===== src/rtl/kill_event_arbiter.sv =====
// Queues per-source hit reports and grants at most one kill per frame in round-robin order.
// A shadow score stops all grants at MAX_SCORE so the BCD kill display never wraps.
module kill_event_arbiter #(
  parameter int N_REQ     = 4,
  parameter int SRC_W     = 2,
  parameter int CNT_W     = 3,
  parameter int MAX_SCORE = 9999
) (
  input  logic             frame_clk,
  input  logic             reset,
  input  logic [N_REQ-1:0] hit_req,
  input  logic             game_active,
  output logic             kill,
  output logic [SRC_W-1:0] kill_src,
  output logic [13:0]      score,
  output logic             pending_any,
  output logic [N_REQ-1:0] overflow,
  output logic             score_sat
);

  localparam int                N_SLOT     = 1 << SRC_W;
  localparam logic [CNT_W-1:0]  CNT_MAX    = '1;
  localparam logic [13:0]       SCORE_LAST = 14'(MAX_SCORE - 1);
  localparam logic [SRC_W-1:0]  LAST_SRC   = SRC_W'(N_REQ - 1);
  localparam logic [SRC_W:0]    N_REQ_EXT  = (SRC_W + 1)'(N_REQ);

  typedef enum logic [1:0] {IDLE, RUN, SAT} state_t;

  state_t             state_reg, state_next;
  logic [SRC_W-1:0]   rr_ptr_reg, rr_ptr_next;
  logic [13:0]        score_reg, score_next;
  logic               kill_reg;
  logic [SRC_W-1:0]   kill_src_reg, kill_src_next;
  logic [N_REQ-1:0]   overflow_reg, overflow_next;
  logic               pending_any_reg;
  logic [N_REQ-1:0]   pending_nz_next;
  logic [N_SLOT-1:0]  nonzero;
  logic               running;
  logic               grant_valid;
  logic [SRC_W-1:0]   grant_idx;

  assign running = (state_reg == RUN) && game_active;

  // Per-source pending counters; padded slots above N_REQ never request.
  generate
    for (genvar gi = 0; gi < N_SLOT; gi++) begin : g_src
      if (gi < N_REQ) begin : g_live
        logic [CNT_W-1:0] cnt_reg, cnt_next;
        logic             ovf_next;
        logic             gnt;

        assign gnt = grant_valid && (grant_idx == SRC_W'(gi));

        always_comb begin
          cnt_next = '0;
          ovf_next = overflow_reg[gi];
          if (running) begin
            if (hit_req[gi] && !gnt) begin
              if (cnt_reg == CNT_MAX) begin
                cnt_next = cnt_reg;
                ovf_next = 1'b1;
              end else begin
                cnt_next = cnt_reg + CNT_W'(1);
              end
            end else if (!hit_req[gi] && gnt) begin
              cnt_next = cnt_reg - CNT_W'(1);
            end else begin
              cnt_next = cnt_reg;
            end
            if (state_next != RUN) cnt_next = '0;
          end
        end

        always_ff @(posedge frame_clk) begin
          if (reset) cnt_reg <= '0;
          else       cnt_reg <= cnt_next;
        end

        assign nonzero[gi]         = |cnt_reg;
        assign pending_nz_next[gi] = |cnt_next;
        assign overflow_next[gi]   = ovf_next;
      end else begin : g_pad
        assign nonzero[gi] = 1'b0;
      end
    end
  endgenerate

  // Walk from the far end back toward rr_ptr so the nearest requester wins.
  always_comb begin
    logic [SRC_W:0] cand;
    grant_valid = 1'b0;
    grant_idx   = '0;
    cand        = '0;
    for (int off = N_REQ - 1; off >= 0; off--) begin
      cand = {1'b0, rr_ptr_reg} + (SRC_W + 1)'(off);
      if (cand >= N_REQ_EXT) cand = cand - N_REQ_EXT;
      if (nonzero[cand[SRC_W-1:0]]) begin
        grant_valid = running;
        grant_idx   = cand[SRC_W-1:0];
      end
    end
  end

  always_comb begin
    state_next    = state_reg;
    score_next    = score_reg;
    rr_ptr_next   = rr_ptr_reg;
    kill_src_next = kill_src_reg;
    case (state_reg)
      IDLE: if (game_active) state_next = RUN;
      RUN: begin
        if (!game_active) begin
          state_next = IDLE;
        end else if (grant_valid) begin
          score_next    = score_reg + 14'd1;
          kill_src_next = grant_idx;
          rr_ptr_next   = (grant_idx == LAST_SRC) ? '0 : grant_idx + SRC_W'(1);
          if (score_reg == SCORE_LAST) state_next = SAT;
        end
      end
      SAT: state_next = SAT;
      default: state_next = IDLE;
    endcase
  end

  always_ff @(posedge frame_clk) begin
    if (reset) begin
      state_reg       <= IDLE;
      rr_ptr_reg      <= '0;
      score_reg       <= '0;
      kill_reg        <= 1'b0;
      kill_src_reg    <= '0;
      overflow_reg    <= '0;
      pending_any_reg <= 1'b0;
    end else begin
      state_reg       <= state_next;
      rr_ptr_reg      <= rr_ptr_next;
      score_reg       <= score_next;
      kill_reg        <= grant_valid;
      kill_src_reg    <= kill_src_next;
      overflow_reg    <= overflow_next;
      pending_any_reg <= |pending_nz_next;
    end
  end

  assign kill        = kill_reg;
  assign kill_src    = kill_src_reg;
  assign score       = score_reg;
  assign pending_any = pending_any_reg;
  assign overflow    = overflow_reg;
  assign score_sat   = (state_reg == SAT);

endmodule


===== config.mk =====
export PLATFORM = sky130hd
export DESIGN_NAME = kill_event_arbiter
export DESIGN_NICKNAME = d
export VERILOG_FILES = /design/src/rtl/kill_event_arbiter.sv
export SDC_FILE = /design/constraint.sdc
export NUM_CORES = 1
export LEC_CHECK = 0
export ABC_AREA = 1
export BUFFER_PORTS_ARGS = -buffer_cell sky130_fd_sc_hd__buf_4
export CAP_MARGIN = 30
export CORE_ASPECT_RATIO = 0.7
export CORE_MARGIN = 2
export CORE_UTILIZATION = 55
export CTS_BUF_LIST = sky130_fd_sc_hd__clkbuf_4
export CTS_CLUSTER_SIZE = 28
export DETAILED_ROUTE_END_ITERATION = 10
export HOLD_SLACK_MARGIN = 0.05
export PLACE_DENSITY_LB_ADDON = 0.2
export SLEW_MARGIN = 30
export SYNTH_ARGS = -nofsm -noshare
export SYNTH_HDL_FRONTEND = slang
export SYNTH_SLANG_ARGS = --single-unit

===== constraint.sdc =====
create_clock -name frame_clk -period 3.1 [get_ports frame_clk]
set_input_delay 0 -clock frame_clk [delete_from_list [all_inputs] [get_ports frame_clk]]
set_output_delay 0 -clock frame_clk [all_outputs]
set_load 0.005 [all_outputs]

==> results of run 1 <==
## metrics by stage
step / hold WS (ps) / setup TNS (ps) / std cells / power, mW / utilization, %
2_1_floorplan: 139 / 0 / 354 / 0.615 / -
6_report: 82.4 / 0 / 445 / 0.927 / 65.7
3_5_place_dp: 254 / 0 / 433 / 0.655 / 62.9
4_1_cts: 81.7 / 0 / 445 / 0.920 / 65.0
5_1_grt: 114 / -20.4 / 445 / 0.969 / 65.7
3_3_place_gp: 255 / 0 / 433 / 0.653 / 62.9
## synth_stat cells (3+ instances only)
library cell | instances | share of area, %
nand3_1 | 53 | 11
a21oi_1 | 18 | 3.6
nand2_1 | 71 | 11
nand4_1 | 6 | 1.5
dfxtp_1 | 38 | 31
nand2_4 | 3 | 1.4
nand3_2 | 8 | 3.2
o21ai_0 | 13 | 2.6
ha_1 | 18 | 9.1
nor2_1 | 28 | 4.2
clkbuf_1 | 3 | 0.45
nor3_1 | 8 | 1.6
inv_2 | 5 | 0.76
nand2_2 | 6 | 1.5
inv_1 | 45 | 6.8
o21a_1 | 6 | 1.8
## cells by family (layout without fill, tap and decap cells)
kind of cell	Yosys count	count (layout)	share of synthesized area [%]
AOI/OAI and AO/OA	45	45	10.4
xor gates and xnor gates	1	1	0.353
adders and majority gates	18	18	9.06
buffers and inverters	57	93	9.37
DFF	38	38	30.6
and+or+nand+nor	195	195	40.2
## area by class of cell
| type | instances | area (µm²) | area share, % |
|---|---|---|---|
| inverter | 51 | 191 | 6.69 |
| sequential | 38 | 764 | 26.7 |
| clock inverter | 2 | 8.76 | 0.306 |
| tap | 55 | 68.8 | 2.41 |
| clock buffer | 6 | 45.0 | 1.57 |
| multi-input combinational | 259 | 1520 | 53.0 |
| timing repair buffer | 34 | 265 | 9.27 |
## worst min path at each step
stage | startpoint | to | slack (ps) | depth (start not counted)
after floorplan | game_active | state_reg[0]$_SDFF_PP0_ | 140 | 2
after global placement | game_active | state_reg[0]$_SDFF_PP0_ | 250 | 3
after detailed placement | game_active | state_reg[0]$_SDFF_PP0_ | 250 | 3
after CTS | hit_req[0] | g_src[0].g_live.cnt_reg[1]$_SDFF_PP0_ | 80 | 6
after global routing | hit_req[0] | g_src[0].g_live.cnt_reg[1]$_SDFF_PP0_ | 110 | 6
final | hit_req[0] | g_src[0].g_live.cnt_reg[1]$_SDFF_PP0_ | 80 | 6
## layer usage
layer / GRT usage (%) / up-vias / share of wire [%]
met3: 6.22 / 10 / 6.3
met4: 7.94 / 0 / 1.2
met2: 36.6 / 66 / 40
met5: 0 / - / 0
met1: 34.9 / 1089 / 52
li1: - / 1227 / -
## critical path, delay by kind of cell (launching register included)
| kind | cells | cell delay (ps) |
|---|---|---|
| adders and majority gates | 2 | 450 |
| and+or+nand+nor | 12 | 1140 |
| buffers and inverters | 3 | 330 |
| DFF | 1 | 330 |
| AOI/OAI and AO/OA | 4 | 510 |
## power groups by stage
stage               clock network [mW]  logic [mW]  registers [mW]
floorplan                            0       0.105           0.510
global placement                     0       0.142           0.511
detailed placement                   0       0.144           0.511
CTS                              0.271       0.149           0.500
global route                     0.295       0.173           0.502
finish                           0.268       0.158           0.500
## what timing repair did
| action | CTS | global route |
|---|---|---|
| endpoints found under the setup margin | 0 | 1 |
| hold buffers | 4 | 0 |
| endpoints found under the hold margin | 19 | 0 |
| resized for setup | 0 | 11 |
==> results.yml, run 1 <==
outcome:
  status: "completed"
flow_run:
  drv_cap: 0
synth:
  netlist_area_mm2: 0.00248
  synth-seq-area-share_pct: 30.6
  synth_seq_cells: 38
  syn_nets: 379
  syn_area_per_cell_um2: 7.02
  ys.warnings.count: 0
  synth_cells: 354
  synth_cell_types: 34
  async_flop_share_pct: 0
  ys.flop_type: "dfxtp_1"
  synth_edf_count: 0
clocking:
  clk_path_buf_depth: 2
  post_cts_buffers: 0
  clkSinkCount: 38
  cts_inserted_buffers: 5
  cts_root_buf: "clkbuf_4"
  cts.clk_slew.worst_paths_ps: 120
  htree_num_levels: 2
  clock_latency_ps: 360
  cts_tree: "yes"
critical_path:
  crit_arrival_ps: 3130
  critPathLaunchType: "register"
  r2r_cells: 21
  crit_end: "pending_any$_SDFF_PP0_"
  path_max_fanout: 4
  cp-end-kind: "register"
  worstPathRequired_ps: 3370
  r2r_end: "pending_any$_SDFF_PP0_"
  crit_top_cell: "nand2_1"
  path_class: "reg2reg"
  crit_start: "g_src[0].g_live.cnt_reg[1]$_SDFF_PP0_"
  reg2reg_slack_ps: 240
  crit_slowest_cell: "dfxtp_1"
  timing.rr.start: "g_src[0].g_live.cnt_reg[1]$_SDFF_PP0_"
  critPathMaxStageDelay_ps: 330
  path_cells: "inv_1 > ha_2 > nand2_1 > nand2_1 > nand2_2 > nand2_1 > o21ai_1 > a21oi_1 > a21boi_0 > o21ai_0 > buf_4 > ha_2 > nand3_2 > nand3_1 > nand3_1 > nand3_1 > nand2_1 > nor2_2 > nand3_1 > nand2_1 > inv_1"
grt:
  antenna_found_initial: 0
  grt_pass1_vias: 2144
  grt.overflow.total: 0
  grt_pass1_wl_um: 9690
  grt_max_degree: 22
  grtUsageTotal_pct: 24.5
final_layout:
  fillers: 414
  stdcell_area_mm2: 0.00286
  final_cell_mix: "71 x nand2_1, 52 x nand3_1, 45 x inv_1"
  final_common_cell: "nand2_1"
  syn2layout_area_growth_pct: 15.1
  largest_register_ffs: 14
  finalNetCount: 414
  antenna_cells: 0
  drive_gt1_share_pct: 20.8
timing:
  maxSlewViolCount: 0
  clock.fmax_mhz: 350
  skew_ps: 9.87
  layout_setup_ws_ps: 242
  finalWorstPathRequiredPeriod_ps: 2860
  hold_viol: 0
  slew_headroom_pct: 55.0
  min_period_over_period_pct: 92.2
  worstMarginPinSlew_ps: 674
  finalSetupViolations: 0
worst_hold_path:
  min_path_type: "in2reg"
drt:
  vias: 2392
  ant_nets: 0
  post-route-drc-count: 0
  routed_wl_um: 5970
  viasPerCell: 5.38
  first_pass_iters: 5
  post_drt_wl_per_cell_um: 13.4
  drt_iter0_drc: 148
placed_design:
  io_buffer_count: 29
  place_ws_ps: 189
  placed_area_mm2: 0.00274
  place_congestion: 1.02
  place_hpwl_um: 4430
pwr:
  power.switching_mw: 0.282
  p_clk_share_pct: 28.9
  p_sw_share_pct: 30.4
  p_leak_nw: 1.36
  internal-power_mw: 0.645
  pwr-share-seq_pct: 54.0
  ir_worst_vdd_mv: 0.280
  comb_power_share_pct: 17.1
  p_per_area_mw_per_mm2: 324
floorplan:
  die_h_um: 60.2
  die_w_um: 84.3
  pin_count: 30
  num_rows: 20
  design.die.area_mm2: 0.00508
  core-area_mm2: 0.00435
  start_util_pct: 57.1
Power figures use the tool's default switching activity.
==> inputs of run 2 (changes only) <==
--- a/config.mk
+++ b/config.mk
@@ -16,7 +16,6 @@
 export DETAILED_ROUTE_END_ITERATION = 10
 export HOLD_SLACK_MARGIN = 0.05
 export PLACE_DENSITY_LB_ADDON = 0.2
-export SLEW_MARGIN = 30
 export SYNTH_ARGS = -nofsm -noshare
 export SYNTH_HDL_FRONTEND = slang
 export SYNTH_SLANG_ARGS = --single-unit
==> constraint.sdc (replaced) <==
create_clock -name frame_clk -period 3.1 [get_ports frame_clk]
set_input_delay 0.62 -clock frame_clk [delete_from_list [all_inputs] [get_ports frame_clk]]
set_output_delay 0.62 -clock frame_clk [all_outputs]
set_load 0.005 [all_outputs]
==> run 2 against run 1 <==
Effect of this change: die area is the same; via count shrank 0.59%; clock power is essentially flat; clock skew is essentially flat; combinational power shrank 3%; core utilization shrank 0.92 points; power shrank 0.67%; first-iteration DRC count grew 22%; critical path depth grew 1; highest routed layer unchanged; critical path type unchanged; sequential power is essentially flat.
==> results.yml, run 2 (synthesized netlist as in run 1, its figures left out) <==
drt:
  post_drt_wl_per_cell_um: 13.5
  vias: 2378
  viasPerCell: 5.39
  first_pass_iters: 5
  drt_iter0_drc: 180
  ant_nets: 0
  post-route-drc-count: 0
  routed_wl_um: 5940
timing:
  worstMarginPinSlew_ps: 675
  slew_headroom_pct: 55.0
  clock.fmax_mhz: 351
  layout_setup_ws_ps: 250
  min_period_over_period_pct: 92.0
  maxSlewViolCount: 0
  finalSetupViolations: 0
  skew_ps: 9.39
  finalWorstPathRequiredPeriod_ps: 2850
  hold_viol: 0
clocking:
  post_cts_buffers: 0
  clkSinkCount: 38
  clock_latency_ps: 360
  cts_inserted_buffers: 5
  cts_root_buf: "clkbuf_4"
  clk_path_buf_depth: 2
  cts.clk_slew.worst_paths_ps: 120
  htree_num_levels: 2
  cts_tree: "yes"
  holdBufCountCts: 0
critical_path:
  crit_top_cell: "nand2_1"
  critPathMaxStageDelay_ps: 370
  path_depth: 22
  path_class: "reg2reg"
  cp_top_family: "simple AND/OR/NAND/NOR gates"
  critPathLaunchType: "register"
  path_max_fanout: 4
  cp-end-kind: "register"
  r2r_cells: 22
  crit_arrival_ps: 3120
  path_cells: "inv_1 > ha_2 > nand2_1 > nand2_1 > nand2_2 > nand2_1 > o21ai_1 > a21oi_1 > a21boi_0 > o21ai_0 > buf_4 > inv_1 > ha_2 > nand4_1 > nor2_1 > nor2_1 > nand3_1 > nand2_1 > nor2_2 > nand3_1 > nand2_1 > inv_1"
  crit_slowest_cell: "dfxtp_2"
  worstPathRequired_ps: 3370
  crit_buf_inv: 4
final_layout:
  finalNetCount: 410
  largest_register_ffs: 14
  syn2layout_area_growth_pct: 13.5
  multi_input_area_mm2: 0.00152
  final_common_cell: "nand2_1"
  drive_gt1_share_pct: 21.0
  final_cell_mix: "71 x nand2_1, 52 x nand3_1, 45 x inv_1"
  antenna_cells: 0
  fillers: 418
  register_area_um2: 764
floorplan:
  die_w_um: 84.3
  start_util_pct: 57.1
  pin_count: 30
  design.die.area_mm2: 0.00508
  num_rows: 20
  core-area_mm2: 0.00435
  die_h_um: 60.2
placed_design:
  place_hpwl_um: 4430
  io_buffer_count: 29
  place_congestion: 1.02
  place_ws_ps: 189
pwr:
  ir_worst_vdd_mv: 0.277
  p_leak_nw: 1.34
  p_per_area_mw_per_mm2: 326
  total_power_mw: 0.920
outcome:
  status: "completed"
worst_hold_path:
  hold_path_depth: 1
  min_path_type: "reg2reg"
flow_run:
  drv_cap: 0
grt:
  grt_pass1_vias: 2137
  antenna_found_initial: 0
  grtUsageTotal_pct: 24.5
  grt.overflow.total: 0
  grt_pass1_wl_um: 9690
  grt_max_degree: 22
==> run 2: worst paths after layout <==
| kind | end | start | slack, ps |
|---|---|---|---|
| setup reg to reg | pending_any$_SDFF_PP0_ | g_src[0].g_live.cnt_reg[0]$_SDFF_PP0_ | 250 |
| hold reg to reg | overflow[0]$_SDFFE_PP0P_ | overflow[0]$_SDFFE_PP0P_ | 490 |
| hold / removal | overflow[0]$_SDFFE_PP0P_ | overflow[0]$_SDFFE_PP0P_ | 490 |
| setup / recovery | pending_any$_SDFF_PP0_ | g_src[0].g_live.cnt_reg[0]$_SDFF_PP0_ | 250 |
==> run 2: final cells by class <==
class	instances	share of cell area [%]
repair buffers	30	7.99
well taps	55	2.44
clock inverters	2	0.311
inverters	51	6.79
flip-flops and latches	38	27.1
multi-input cells	259	53.8
clock buffers	6	1.60
==> run 2: timing repair <==
item / CTS / global route
setup endpoints to repair: 0 / 1
endpoints found under the hold margin: 0 / 0
gates resized for setup: 0 / 11
==> run 2: per-layer routing <==
layer  vias to the layer above  GRT usage, %  wire [µm]
li1                       1222             -          -
met2                        70          36.6       2390
met4                         0          7.94         71
met3                        10          6.22        386
met1                      1076          34.9       3090
met5                         -             0          0
==> run 2: stage by stage <==
stage / cells / hold slack [ps] / setup TNS [ps] / instance area (µm²) / utilization, %
6_report: 441 / 486 / 0 / 2820 / 64.8
5_1_grt: 441 / 505 / -20.4 / 2820 / 64.8
4_1_cts: 441 / 489 / 0 / 2790 / 64.1
3_5_place_dp: 433 / 459 / 0 / 2740 / 62.9
3_3_place_gp: 433 / 450 / 0 / 2740 / 62.9
2_1_floorplan: 354 / 464 / 0 / 2480 / -
==> run 2: report_power, final <==
group	internal [mW]	total, mW	switching [mW]
registers	0.495	0.500	0.00560
logic	0.0529	0.154	0.101
clock network	0.0940	0.266	0.172
total	0.642	0.920	0.279
